`src/rtl/seq_fsm_6s2i2o_mo_stim.sv`:
```
// Shortest-path stimulus generator and Moore-output checker for the six-state FSM.
// Define SEQ_FSM_STIM_CHECK_EN to compare obs_out_i against the shadow Moore output.
module seq_fsm_6s2i2o_mo_stim (
  input  logic       clk_i,
  input  logic       reset_i,
  input  logic       req_val_i,
  output logic       req_rdy_o,
  input  logic [2:0] req_target_i,
  output logic       resp_val_o,
  input  logic       resp_rdy_i,
  output logic [2:0] resp_steps_o,
  output logic       resp_bad_o,
  output logic [1:0] drv_in_o,
  input  logic [1:0] obs_out_i,
  output logic       chk_err_o
);

  typedef enum logic [2:0] {
    ST_A = 3'd0,
    ST_B = 3'd1,
    ST_C = 3'd2,
    ST_D = 3'd3,
    ST_E = 3'd4,
    ST_F = 3'd5
  } fsm_st_e;

  typedef enum logic [1:0] {
    CTL_IDLE = 2'd0,
    CTL_RUN  = 2'd1,
    CTL_RESP = 2'd2
  } ctl_st_e;

  function automatic fsm_st_e fsm_next(input fsm_st_e s, input logic [1:0] in_v);
    fsm_st_e n;
    n = ST_A;
    case (s)
      ST_A: begin
        case (in_v)
          2'b01:   n = ST_B;
          2'b11:   n = ST_E;
          default: n = ST_A;
        endcase
      end
      ST_B, ST_D: begin
        case (in_v)
          2'b00:   n = ST_C;
          2'b01:   n = ST_B;
          2'b11:   n = ST_E;
          default: n = ST_A;
        endcase
      end
      ST_C: begin
        case (in_v)
          2'b01:   n = ST_D;
          2'b11:   n = ST_E;
          default: n = ST_A;
        endcase
      end
      ST_E: begin
        case (in_v)
          2'b00, 2'b01: n = ST_F;
          2'b11:        n = ST_E;
          default:      n = ST_A;
        endcase
      end
      default: n = ST_A;
    endcase
    return n;
  endfunction

  // Lowest input code that moves one hop closer along a shortest path.
  function automatic logic [1:0] next_hop(input fsm_st_e s, input logic [2:0] t);
    logic [1:0] c;
    c = 2'b00;
    case (t)
      3'd0: begin
        case (s)
          ST_C, ST_F: c = 2'b00;
          default:    c = 2'b10;
        endcase
      end
      3'd1: begin
        case (s)
          ST_A, ST_D: c = 2'b01;
          ST_E:       c = 2'b10;
          default:    c = 2'b00;
        endcase
      end
      3'd2: begin
        case (s)
          ST_A:    c = 2'b01;
          ST_E:    c = 2'b10;
          default: c = 2'b00;
        endcase
      end
      3'd3: begin
        case (s)
          ST_A, ST_C: c = 2'b01;
          ST_E:       c = 2'b10;
          default:    c = 2'b00;
        endcase
      end
      3'd4: begin
        case (s)
          ST_F:    c = 2'b00;
          default: c = 2'b11;
        endcase
      end
      3'd5: begin
        case (s)
          ST_E:    c = 2'b00;
          default: c = 2'b11;
        endcase
      end
      default: c = 2'b00;
    endcase
    return c;
  endfunction

  // Idle inputs hold A, B and E in place; C, D and F fall back to A.
  function automatic logic [1:0] idle_in(input fsm_st_e s);
    logic [1:0] c;
    case (s)
      ST_A:    c = 2'b00;
      ST_B:    c = 2'b01;
      ST_E:    c = 2'b11;
      default: c = 2'b10;
    endcase
    return c;
  endfunction

  function automatic logic [1:0] moore_out(input fsm_st_e s);
    logic [1:0] o;
    case (s)
      ST_D:       o = 2'b01;
      ST_E, ST_F: o = 2'b10;
      default:    o = 2'b00;
    endcase
    return o;
  endfunction

  ctl_st_e    ctl_q;
  fsm_st_e    shadow_q;
  logic [2:0] target_q;
  logic [2:0] steps_q;
  logic       req_rdy_q;
  logic       resp_val_q;
  logic [2:0] resp_steps_q;
  logic       resp_bad_q;
  logic       at_target_s;
  logic [1:0] drv_s;

  assign at_target_s = (shadow_q == fsm_st_e'(target_q));

  // Path input is a pure function of registered state; reset forces the neutral code.
  always_comb begin
    drv_s = 2'b00;
    if (reset_i) begin
      drv_s = 2'b00;
    end else if ((ctl_q == CTL_RUN) && !at_target_s) begin
      drv_s = next_hop(shadow_q, target_q);
    end else begin
      drv_s = idle_in(shadow_q);
    end
  end

  // Control FSM, shadow tracking and registered handshake outputs.
  always_ff @(posedge clk_i) begin
    if (reset_i) begin
      ctl_q        <= CTL_IDLE;
      shadow_q     <= ST_A;
      target_q     <= 3'd0;
      steps_q      <= 3'd0;
      req_rdy_q    <= 1'b0;
      resp_val_q   <= 1'b0;
      resp_steps_q <= 3'd0;
      resp_bad_q   <= 1'b0;
    end else begin
      shadow_q <= fsm_next(shadow_q, drv_s);
      case (ctl_q)
        CTL_IDLE: begin
          if (req_val_i && req_rdy_q) begin
            target_q  <= req_target_i;
            steps_q   <= 3'd0;
            req_rdy_q <= 1'b0;
            if (req_target_i > 3'd5) begin
              ctl_q        <= CTL_RESP;
              resp_val_q   <= 1'b1;
              resp_bad_q   <= 1'b1;
              resp_steps_q <= 3'd0;
            end else begin
              ctl_q <= CTL_RUN;
            end
          end else begin
            req_rdy_q <= 1'b1;
          end
        end
        CTL_RUN: begin
          if (at_target_s) begin
            ctl_q        <= CTL_RESP;
            resp_val_q   <= 1'b1;
            resp_bad_q   <= 1'b0;
            resp_steps_q <= steps_q;
          end else begin
            steps_q <= steps_q + 3'd1;
          end
        end
        CTL_RESP: begin
          if (resp_rdy_i) begin
            ctl_q      <= CTL_IDLE;
            resp_val_q <= 1'b0;
            req_rdy_q  <= 1'b1;
          end else begin
            ctl_q <= CTL_RESP;
          end
        end
        default: begin
          ctl_q      <= CTL_IDLE;
          req_rdy_q  <= 1'b0;
          resp_val_q <= 1'b0;
        end
      endcase
    end
  end

  assign req_rdy_o    = req_rdy_q;
  assign resp_val_o   = resp_val_q;
  assign resp_steps_o = resp_steps_q;
  assign resp_bad_o   = resp_bad_q;
  assign drv_in_o     = drv_s;

`ifdef SEQ_FSM_STIM_CHECK_EN
  logic chk_err_q;

  // Sticky mismatch between the observed and predicted Moore output.
  always_ff @(posedge clk_i) begin
    if (reset_i) begin
      chk_err_q <= 1'b0;
    end else if (obs_out_i != moore_out(shadow_q)) begin
      chk_err_q <= 1'b1;
    end else begin
      chk_err_q <= chk_err_q;
    end
  end

  assign chk_err_o = chk_err_q;
`else
  logic [1:0] unused_obs_s;
  assign unused_obs_s = obs_out_i;
  assign chk_err_o    = 1'b0;
`endif

endmodule
```
`config.mk`:
```
export PLATFORM = sky130hd
export DESIGN_NAME = seq_fsm_6s2i2o_mo_stim
export DESIGN_NICKNAME = d
export VERILOG_FILES = /design/src/rtl/seq_fsm_6s2i2o_mo_stim.sv
export SDC_FILE = /design/constraint.sdc
export NUM_CORES = 1
export LEC_CHECK = 0
export CAP_MARGIN = 20
export CORE_ASPECT_RATIO = 0.7
export CORE_MARGIN = 3
export CORE_UTILIZATION = 35
export DETAILED_ROUTE_END_ITERATION = 8
export HOLD_SLACK_MARGIN = 0.12
export PLACE_DENSITY = 0.58
export SYNTH_ARGS = -nofsm -noshare
export SYNTH_HDL_FRONTEND = slang
export SYNTH_SLANG_ARGS = --single-unit
```
`constraint.sdc`:
```
create_clock -name clk_i -period 2.35 [get_ports clk_i]
set_input_delay 0.3525 -clock clk_i [delete_from_list [all_inputs] [get_ports clk_i]]
set_output_delay 0.3525 -clock clk_i [all_outputs]
set_load 0.02 [all_outputs]
```
### After elaboration in Yosys (flattened, before gate mapping)

Index checks and enable logic that the tools add are counted.

| word-level totals | value |
|---|---|
| register bits after elaboration | 17 |
| word-level logic and storage cells | 87 |
| bits of input ports | 9 |
| output and inout port bits | 9 |

| operators by class | value |
|---|---|
| equality and inequality tests | 20 |
| mux-type cells | 37 |
| add/sub/neg operators | 1 |
| reduce and logical (&&, ||, !) cells | 19 |
| order comparisons | 1 |
| bitwise logic cells | 1 |

Operators with widths:

| cell | count |
|---|---|
| case mux 3 bit (2 select lines) | 5 |
| two-way mux 2 bit | 9 |
| two-way mux 3 bit | 5 |
| == test 3 x 2 -> 1 bit, second input constant | 4 |
| == test 3 bit, second input constant | 4 |
| case mux 2 bit (2 select lines) | 3 |
| case mux 2 bit (3 select lines) | 2 |
| case mux 2 bit (6 select lines) | 1 |
| case mux 3 bit (4 select lines) | 1 |
| != test 2 bit, second input constant | 5 |
| OR reduction 2 bit | 5 |
| case mux 3 bit (3 select lines) | 1 |
| AND reduction 4 bit | 2 |
| two-way mux 1 bit | 7 |
| == test 3 x 1 -> 1 bit, second input constant | 2 |
| zero test 3 bit | 2 |
| case mux 1 bit (3 select lines) | 2 |
| AND reduction 2 bit | 3 |
| == test 2 x 1 -> 1 bit, second input constant | 2 |
| == test 2 bit, second input constant | 2 |
| zero test 2 bit | 2 |
| adder 3 x 1 -> 3 bit, second input constant | 1 |
| == test 3 bit | 1 |
| greater-than comparator 3 bit, second input constant | 1 |
| 6 further kinds | 7 |

### Longest topological paths before layout

Gate-level depths: netlist of the first run.

| logic depth | value |
|---|---|
| depth after elaboration | 10 |
| depth in mapped cells | 6 |
| depth with buffers taken out | 5 |

### Worst setup path after synthesis of the first run

No wires, ideal clock.

| path | value |
|---|---|
| kind | register to output |
| from | register target_q[2] |
| to | output drv_in_o[1] |
| stages on the path, launching flop included | 6 |
| data required time | 1.997 ns |
| buffers on the path | 1 |
| setup slack | 0.410 ns |
| arrival | 1.587 ns |
| cell sequence | dfxtp_1 buf_2 xnor2_1 a31o_2 o21ai_0 a31oi_1 |

| between the ends | value |
|---|---|
| word-level cells in the longest chain between the ends | 5 |
| elaborated cells between the ends (all ways) | 12 |
| those cells by class | eq/ne (6); mux (3); reduce/logical (3) |

RTL lines:

| what | RTL line | RTL |
|---|---|---|
| start: declaration | 144 | `logic [2:0] target_q;` |
| start signal: assignment | 183 | `target_q <= req_target_i;` |
| parallel branches: the longest is 3 deep, another holds case mux 2 bit (6 select lines) | -- |  |
| two-way mux 2 bit * | 160 | `end else if ((ctl_q == CTL_RUN) && !at_target_s) begin` |
| two-way mux 2 bit * | 158 | `if (reset_i) begin` |
| end: declaration | 13 | `output logic [1:0] drv_in_o,` |

Every way passes the cells marked *.

### Worst setup path after layout of the first run

| path | value |
|---|---|
| from | register target_q[1] |
| to | output drv_in_o[0] |

Same word-level chain as after synthesis.

==> flow_summary.toml, run 1 <==
[setup_path]
r2r_end = "shadow_q[1]"
cp_data_arrival_time_ns = 1.90
crit_fanout = 4
reg2reg_slack_ns = 0.58
reg2reg_from = "target_q[0]"
reg2reg_depth = 7
required_ns = 2.00
critPathKind = "reg2out"
end_kind = "output port"
critPathLaunchType = "register"

[logic_synthesis]
synth_compound_area_share_pct = 26.0
synth_edf_count = 0
ys_top_cells_by_area = "dfxtp_1, nor2_1, a21oi_1, nand2_1, a22oi_1"
syn_area_um2 = 956
synth_commonest_cells = "nor2_1, dfxtp_1, nand2_1, a21oi_1"
netlist_instances = 121
synth_cell_types = 41
synth_top_family_by_area = "compound AO/OA/AOI/OAI gates"
muxShareOfSynthArea_pct = 2.23
ys_seq_area_share_pct = 35.6
synth_area_leader_cell = "dfxtp_1"
yosys.area_share.adder_pct = 1.31
avgSynthCellArea_um2 = 7.90
synthArstFlopShare_pct = 0
yosysWarnings = 0
ys_seq_elements = 17
synth_xor_xnor_area_share_pct = 3.66
synth.net_count = 131
synth_top_area_share_pct = 35.6
yosysMostFrequentCell = "nor2_1"
synthFlopType = "dfxtp_1"
yosys.area_share.simple_pct = 24.7

[sta]
setup_viol = 0
fmax_ghz = 0.444
period_needed_ns = 2.25
fin_worst_skew_ns = 0.00104
hold_violations = 0
period_share_pct = 95.9
report.final.slew_viol_count = 0
rsz0062_at_grt = "no"
setup_ws_ns = 0.0970

[clock_tree]
clk_path_buf_depth = 2
clk_latency_ns = 0.26
root_buffer = "clkbuf_8"
ctsHoldBuffers = 0
clk_pin_slew_ns = 0.07
clock-sinks = 17
cts_tree = "done"
h-tree-depth = 1
cts_buffers = 3

[detailed_routing]
drc = 0
vias_per_cell = 5.22
antenna_left = 0
wl_per_cell_um = 13.3
drt-initial-drc-count = 53
drt_wl_total_um = 2410
vias = 950
first_pass_iters = 4

[placed_design]
place.gp.congestion = 0.816
place_ws_ns = -0.00632
dp_hpwl_um = 1800
io_buffers = 14
placedCellCount = 178

[hold_path]
hp-start = "resp_val_o"
whs_path_depth = 2
hold_class = "reg2reg"
whs_endpoint = "resp_val_o"

[global_route]
grt_pass1_vias = 845
grt_use_total_pct = 15.8
grt_first_pass_wirelength_um = 4080
grt_max_degree = 16
grt_overflow = 0
antenna_found_initial = 0

[floorplan]
initial_core_util_pct = 37.7
die_y_um = 49.7
core_area_um2 = 2530
io_pins = 18
die_w_um = 68.5
core.rowCount = 15
dieArea_um2 = 3400

[layout]
seqCellArea_um2 = 344
layout.nets = 159
fillers = 267
drive_gt1_share_pct = 23.0
multi_input_area_um2 = 573
antenna_cells = 0
final_cells = 182
area_delta_synth_final_pct = 35.3

[power_and_ir_drop]
peakVddDrop_uv = 421
power_density_nw_per_um2 = 526
leakagePower_nw = 0.469

[run_status]
status = "completed"

[flow_run]
maxCapViolCount = 0
-- state kept, by name, summed over array words and instances (netlist names) --
signal,flops
target_q,3
ctl_q,2
resp_bad_o,1
steps_q,3
resp_steps_o,3
shadow_q,3
resp_val_o,1
req_rdy_o,1
-- worst max-delay path by stage --
stage / from / endpoint / slack (ns)
finish: target_q[1] / drv_in_o[0] / 0.1
global route: target_q[1] / drv_in_o[0] / 0.004
CTS: shadow_q[2] / drv_in_o[1] / 0.07
detailed placement: target_q[2] / drv_in_o[1] / -0.006
global placement: target_q[2] / drv_in_o[1] / 0.04
floorplan: target_q[2] / drv_in_o[1] / 0.41
-- critical path, cell delays in order, from the launching register on --
cell and delay, ns:
dfxtp_1 0.42, mux2i_1 0.20, a22oi_1 0.11, o311ai_1 0.34, a21oi_1 0.16, nor2_1 0.11, clkdlybuf4s15_1 0.31
-- what timing repair did --
item,in CTS,in global routing
setup buffers,0,0
resized for setup,7,4
setup endpoints to repair,2,2
endpoints found under the hold margin,0,0
-- metrics by stage --
step	utilization [%]	hold WS, ns	setup TNS [ns]	cell area [um2]	power [mW]
2_1_floorplan	-	0.464	0	956	0.388
3_5_place_dp	48.6	0.440	-0.00632	1230	0.447
5_1_grt	51.1	0.494	0	1290	0.713
3_3_place_gp	48.6	0.440	0	1230	0.445
4_1_cts	51.2	0.452	0	1300	0.683
6_report	51.1	0.449	0	1290	0.680
-- layer usage --
metal  global-route usage [%]  share of wire, %  up-vias
met5                        0                 0        -
met4                     2.97              0.54        0
met3                     5.47               6.4        4
li1                         -                 -      489
met2                     21.6                42       26
met1                     23.8                51      431
-- final cells by class --
| cell class | count | area share [%] |
|---|---|---|
| multi-input cells | 91 | 44.3 |
| flip-flops and latches | 17 | 26.6 |
| repair buffers | 32 | 20.9 |
| well taps | 34 | 3.29 |
| clock buffers | 3 | 3.19 |
| inverters | 4 | 1.16 |
| clock inverters | 1 | 0.580 |
-- kinds of logic after synthesis --
logic type | Yosys count
AND/OR/NAND/NOR | 49
AO/OA/AOI/OAI | 34
flip-flops | 17
buffers and inverters | 13
XOR/XNOR | 4
multiplexers | 2
adder cells (fa/ha/maj) | 1
other | 1
-- report_power, final --
group / internal, mW / switching, mW
Sequential: 0.299 / 0.0128
Combinational: 0.0655 / 0.0670
Clock: 0.120 / 0.116
Total: 0.484 / 0.196
-- cell usage in the layout, fill, tap and decap left out, types with 2 or more instances in the layout --
cell and n:
inv_1 4, dfxtp_1 14, buf_4 18, a22oi_1 4, or3_1 4, a211oi_1 2
nand3_1 4, clkbuf_8 3, xnor2_2 2, o21ai_0 3, dfxtp_2 3, a31oi_1 2
a211o_1 2, nor2_1 18, nor3_1 4, nand2_1 11, a21oi_1 10, nand2b_1 2
clkdlybuf4s50_1 12
(Power assumes the default switching activity.)
==> run 2, diff against run 1 <==
--- a/config.mk
+++ b/config.mk
@@ -7,7 +7,6 @@
 export LEC_CHECK = 0
 export CAP_MARGIN = 20
 export CORE_ASPECT_RATIO = 0.7
-export CORE_MARGIN = 3
 export CORE_UTILIZATION = 35
 export DETAILED_ROUTE_END_ITERATION = 8
 export HOLD_SLACK_MARGIN = 0.12
==> flow_summary.toml, run 2 (synthesis results as in run 1) <==
[detailed_routing]
vias_per_cell = 5.04
drt-initial-drc-count = 54
drt_wl_total_um = 2320
drc = 0
wl_per_cell_um = 12.6
antenna_left = 0
first_pass_iters = 4
vias = 932

[hold_path]
hold_class = "reg2reg"
whs_path_depth = 2

[setup_path]
critPathLaunchType = "register"
cp_slowest_cell = "or3_1"
crit_fanout = 4
end_kind = "output port"
cp_data_arrival_time_ns = 1.92
crit_chain = "buf_4 > or3_1 > o311ai_1 > buf_4 > a21oi_1 > nor2_1 > clkdlybuf4s15_1"
reg2reg_slack_ns = 0.56
slowest_delay_ns = 0.39
required_ns = 2.00
path_common_cell = "buf_4"
critPathKind = "reg2out"
reg2reg_depth = 7

[floorplan]
die_y_um = 45.7
core.rowCount = 15
io_pins = 18
core_area_um2 = 2510
die_w_um = 64.5
dieArea_um2 = 2950
initial_core_util_pct = 38.0

[placed_design]
dp_hpwl_um = 1720
place_ws_ns = 0.00586
place.gp.congestion = 0.778
io_buffers = 14
placedInstanceArea_um2 = 1250
placedCellCount = 181

[global_route]
grt_pass1_vias = 781
grt_first_pass_wirelength_um = 3660
grt_use_total_pct = 17.2
antenna_found_initial = 0
grt_max_degree = 16
grt_overflow = 0

[sta]
rsz0062_at_grt = "no"
period_needed_ns = 2.28
whs_ns = 0.452
setup_ws_ns = 0.0743
hold_violations = 0
setup_viol = 0
report.final.slew_viol_count = 0
fin_tns_setup_ns = 0
fmax_ghz = 0.439
fin_worst_skew_ns = 0.00237
period_share_pct = 96.8

[clock_tree]
clk_path_buf_depth = 2
clk_latency_ns = 0.25
cts_setup_buffers = 0
cts_buffers = 3
clk_pin_slew_ns = 0.07
ctsHoldBuffers = 0
h-tree-depth = 1
cts_tree = "done"
root_buffer = "clkbuf_8"
clock-sinks = 17

[layout]
final_common_cell = "buf_4"
layout.nets = 162
postLayoutCellArea_um2 = 1320
finish.utilization_pct = 52.4
final_cells = 185
fillers = 245
final_cell_mix = "buf_4, nor2_1, dfxtp_1"
antenna_cells = 0
drive_gt1_share_pct = 25.2
area_delta_synth_final_pct = 37.8

[power_and_ir_drop]
peakVddDrop_uv = 328
power_density_nw_per_um2 = 509
power_mw = 0.671
leakagePower_nw = 0.486

[run_status]
status = "completed"

[flow_run]
maxCapViolCount = 0
==> run 2: worst max-delay path: cells and delay by family, from the launching register on <==
family / cells / cell delay (ns)
buffers and inverters: 3 / 0.64
AND/OR/NAND/NOR: 2 / 0.50
AO/OA/AOI/OAI: 2 / 0.18
flip-flops: 1 / 0.35
==> run 2: report_power, final <==
part	total (mW)	switching (mW)	leakage [nW]	internal, mW
Clock	0.225	0.105	0.0217	0.119
Sequential	0.311	0.0119	0.140	0.299
Combinational	0.135	0.0671	0.324	0.0683
==> run 2: what timing repair did <==
item / CTS / global route
setup endpoints to repair: 2 / 2
hold endpoints to repair: 0 / 0
gates resized for setup: 8 / 4
gates cloned: 0 / 0
==> run 2: layout make-up <==
class,instances,area (um2),share of cell area [%]
Multi-Input combinational cell,91,573,43.5
Sequential cell,17,345,26.2
Timing Repair Buffer,35,293,22.2
Tap cell,34,42.5,3.23
Clock buffer,3,41.3,3.13
Inverter,4,15.0,1.14
Clock inverter,1,7.51,0.570
==> run 2: final timing paths <==
path                             startpoint          end
worst min-delay path             resp_val_o   resp_val_o
worst min register to register   resp_val_o   resp_val_o
worst max-delay path            target_q[1]  drv_in_o[0]
worst max register to register  shadow_q[0]  shadow_q[2]
==> run 2: per-layer routing <==
metal / wire length, um / GRT usage [%] / vias to the layer above
li1: - / - / 490
met4: 13 / 4.00 / 0
met2: 954 / 25.1 / 17
met3: 103 / 6.00 / 2
met1: 1250 / 24.3 / 423
met5: 0 / 0 / -
==> run 3, diff against run 2 <==
--- a/config.mk
+++ b/config.mk
@@ -7,6 +7,7 @@
 export LEC_CHECK = 0
 export CAP_MARGIN = 20
 export CORE_ASPECT_RATIO = 0.7
+export CORE_MARGIN = 4
 export CORE_UTILIZATION = 35
 export DETAILED_ROUTE_END_ITERATION = 8
 export HOLD_SLACK_MARGIN = 0.12
==> flow_summary.toml, run 3 (synthesis results as in run 1) <==
[setup_path]
reg2reg_from = "shadow_q[0]"
end_kind = "output port"
endpoint = "drv_in_o[1]"
critPathLaunchType = "register"
reg2reg_depth = 7
crit_fanout = 4
slowest_delay_ns = 0.37
r2r_end = "shadow_q[1]"
required_ns = 2.00
cp_slowest_cell = "or3_1"
reg2reg_slack_ns = 0.59
cp_data_arrival_time_ns = 1.88
crit_start = "target_q[1]"
critPathKind = "reg2out"
crit_chain = "buf_4 > or3_1 > a211o_1 > a31oi_1 > clkdlybuf4s15_1"

[layout]
area_delta_synth_final_pct = 35.2
layout.nets = 158
drive_gt1_share_pct = 23.8
fillers = 255
final_common_cell = "nor2_1"
final_cell_mix = "nor2_1, buf_4, dfxtp_1"
antenna_cells = 0

[sta]
period_needed_ns = 2.23
setup_ws_ns = 0.115
period_share_pct = 95.1
fmax_ghz = 0.447
hold_violations = 0
whs_ns = 0.449
fin_worst_skew_ns = 0.00209
setup_viol = 0
rsz0062_at_grt = "no"
report.final.slew_viol_count = 0

[global_route]
grt_pass1_vias = 872
grt_first_pass_wirelength_um = 3840
grt_use_total_pct = 13.1
grt_overflow = 0
grt_max_degree = 15
antenna_found_initial = 0

[detailed_routing]
drc = 0
antenna_left = 0
wl_per_cell_um = 12.2
first_pass_iters = 4
vias = 947
vias_per_cell = 5.23
drt_wl_total_um = 2220
drt-initial-drc-count = 43

[clock_tree]
cts_buffers = 3
root_buffer = "clkbuf_8"
clk_pin_slew_ns = 0.06
cts_resized = 8
cts_setup_buffers = 0
ctsHoldBuffers = 0
h-tree-depth = 1
clk_path_buf_depth = 2
clk_latency_ns = 0.25
cts_tree = "done"
clock-sinks = 17

[power_and_ir_drop]
peakVddDrop_uv = 288
power_density_nw_per_um2 = 504
leakagePower_nw = 0.471

[floorplan]
core.rowCount = 15
io_pins = 18
die_w_um = 70.5
die_y_um = 51.7
dieArea_um2 = 3640
initial_core_util_pct = 37.7
core_area_um2 = 2530

[placed_design]
place_ws_ns = -0.0250
place.gp.congestion = 0.798
dp_hpwl_um = 1650
io_buffers = 14

[hold_path]
hold_class = "reg2reg"

[flow_run]
maxCapViolCount = 0

[run_status]
status = "completed"
[run 3: area by class of cell]
type                       instances  area (um2)  area share [%]
clock buffer                       3        41.3            3.19
timing repair buffer              31         263            20.3
sequential                        17         345            26.7
multi-input combinational         91         581            44.9
tap                               34        42.5            3.29
clock inverter                     1        5.00           0.387
inverter                           4        15.0            1.16
[run 3: worst min-delay path by stage]
stage | cells after the start | endpoint | slack [ns] | start
3_3_place_gp | 2 | resp_val_o | 0.44 | resp_val_o
2_1_floorplan | 2 | steps_q[1] | 0.46 | steps_q[1]
6_report | 2 | resp_val_o | 0.45 | resp_val_o
4_1_cts | 2 | resp_val_o | 0.46 | resp_val_o
3_5_place_dp | 2 | resp_val_o | 0.44 | resp_val_o
5_1_grt | 2 | resp_val_o | 0.49 | resp_val_o
[run 3: critical path: cells and delay by family (launching register included)]
kind | cells | cell delay, ns
buf+inv | 2 | 0.48
compound gates | 2 | 0.44
simple gates | 1 | 0.37
flops | 1 | 0.35
[run 3: layer usage]
metal  share of wire [%]  routed length, um  vias to the layer above  GRT usage [%]
met5                   0                  0                        -              0
met4                   0                  0                        0          0.955
met3                 6.4                141                        0           5.21
met2                  43                949                       23           20.5
met1                  51               1130                      440           17.8
li1                    -                  -                      484              -
[run 3: report_power, final]
part	switching [mW]	internal [mW]	total (mW)	leakage [nW]
clock network	0.0927	0.117	0.210	0.0255
logic	0.0656	0.0632	0.129	0.306
registers	0.0126	0.299	0.312	0.140
[run 3: per-stage QoR]
step	area [um2]	utilization (%)	setup TNS, ns	cells	power [mW]
floorplan	956	-	0	121	0.388
global placement	1220	48.3	0	177	0.439
detailed placement	1220	48.3	-0.0430	177	0.441
CTS	1290	50.8	0	181	0.662
global route	1290	51.0	0	181	0.692
finish	1290	51.0	0	181	0.651
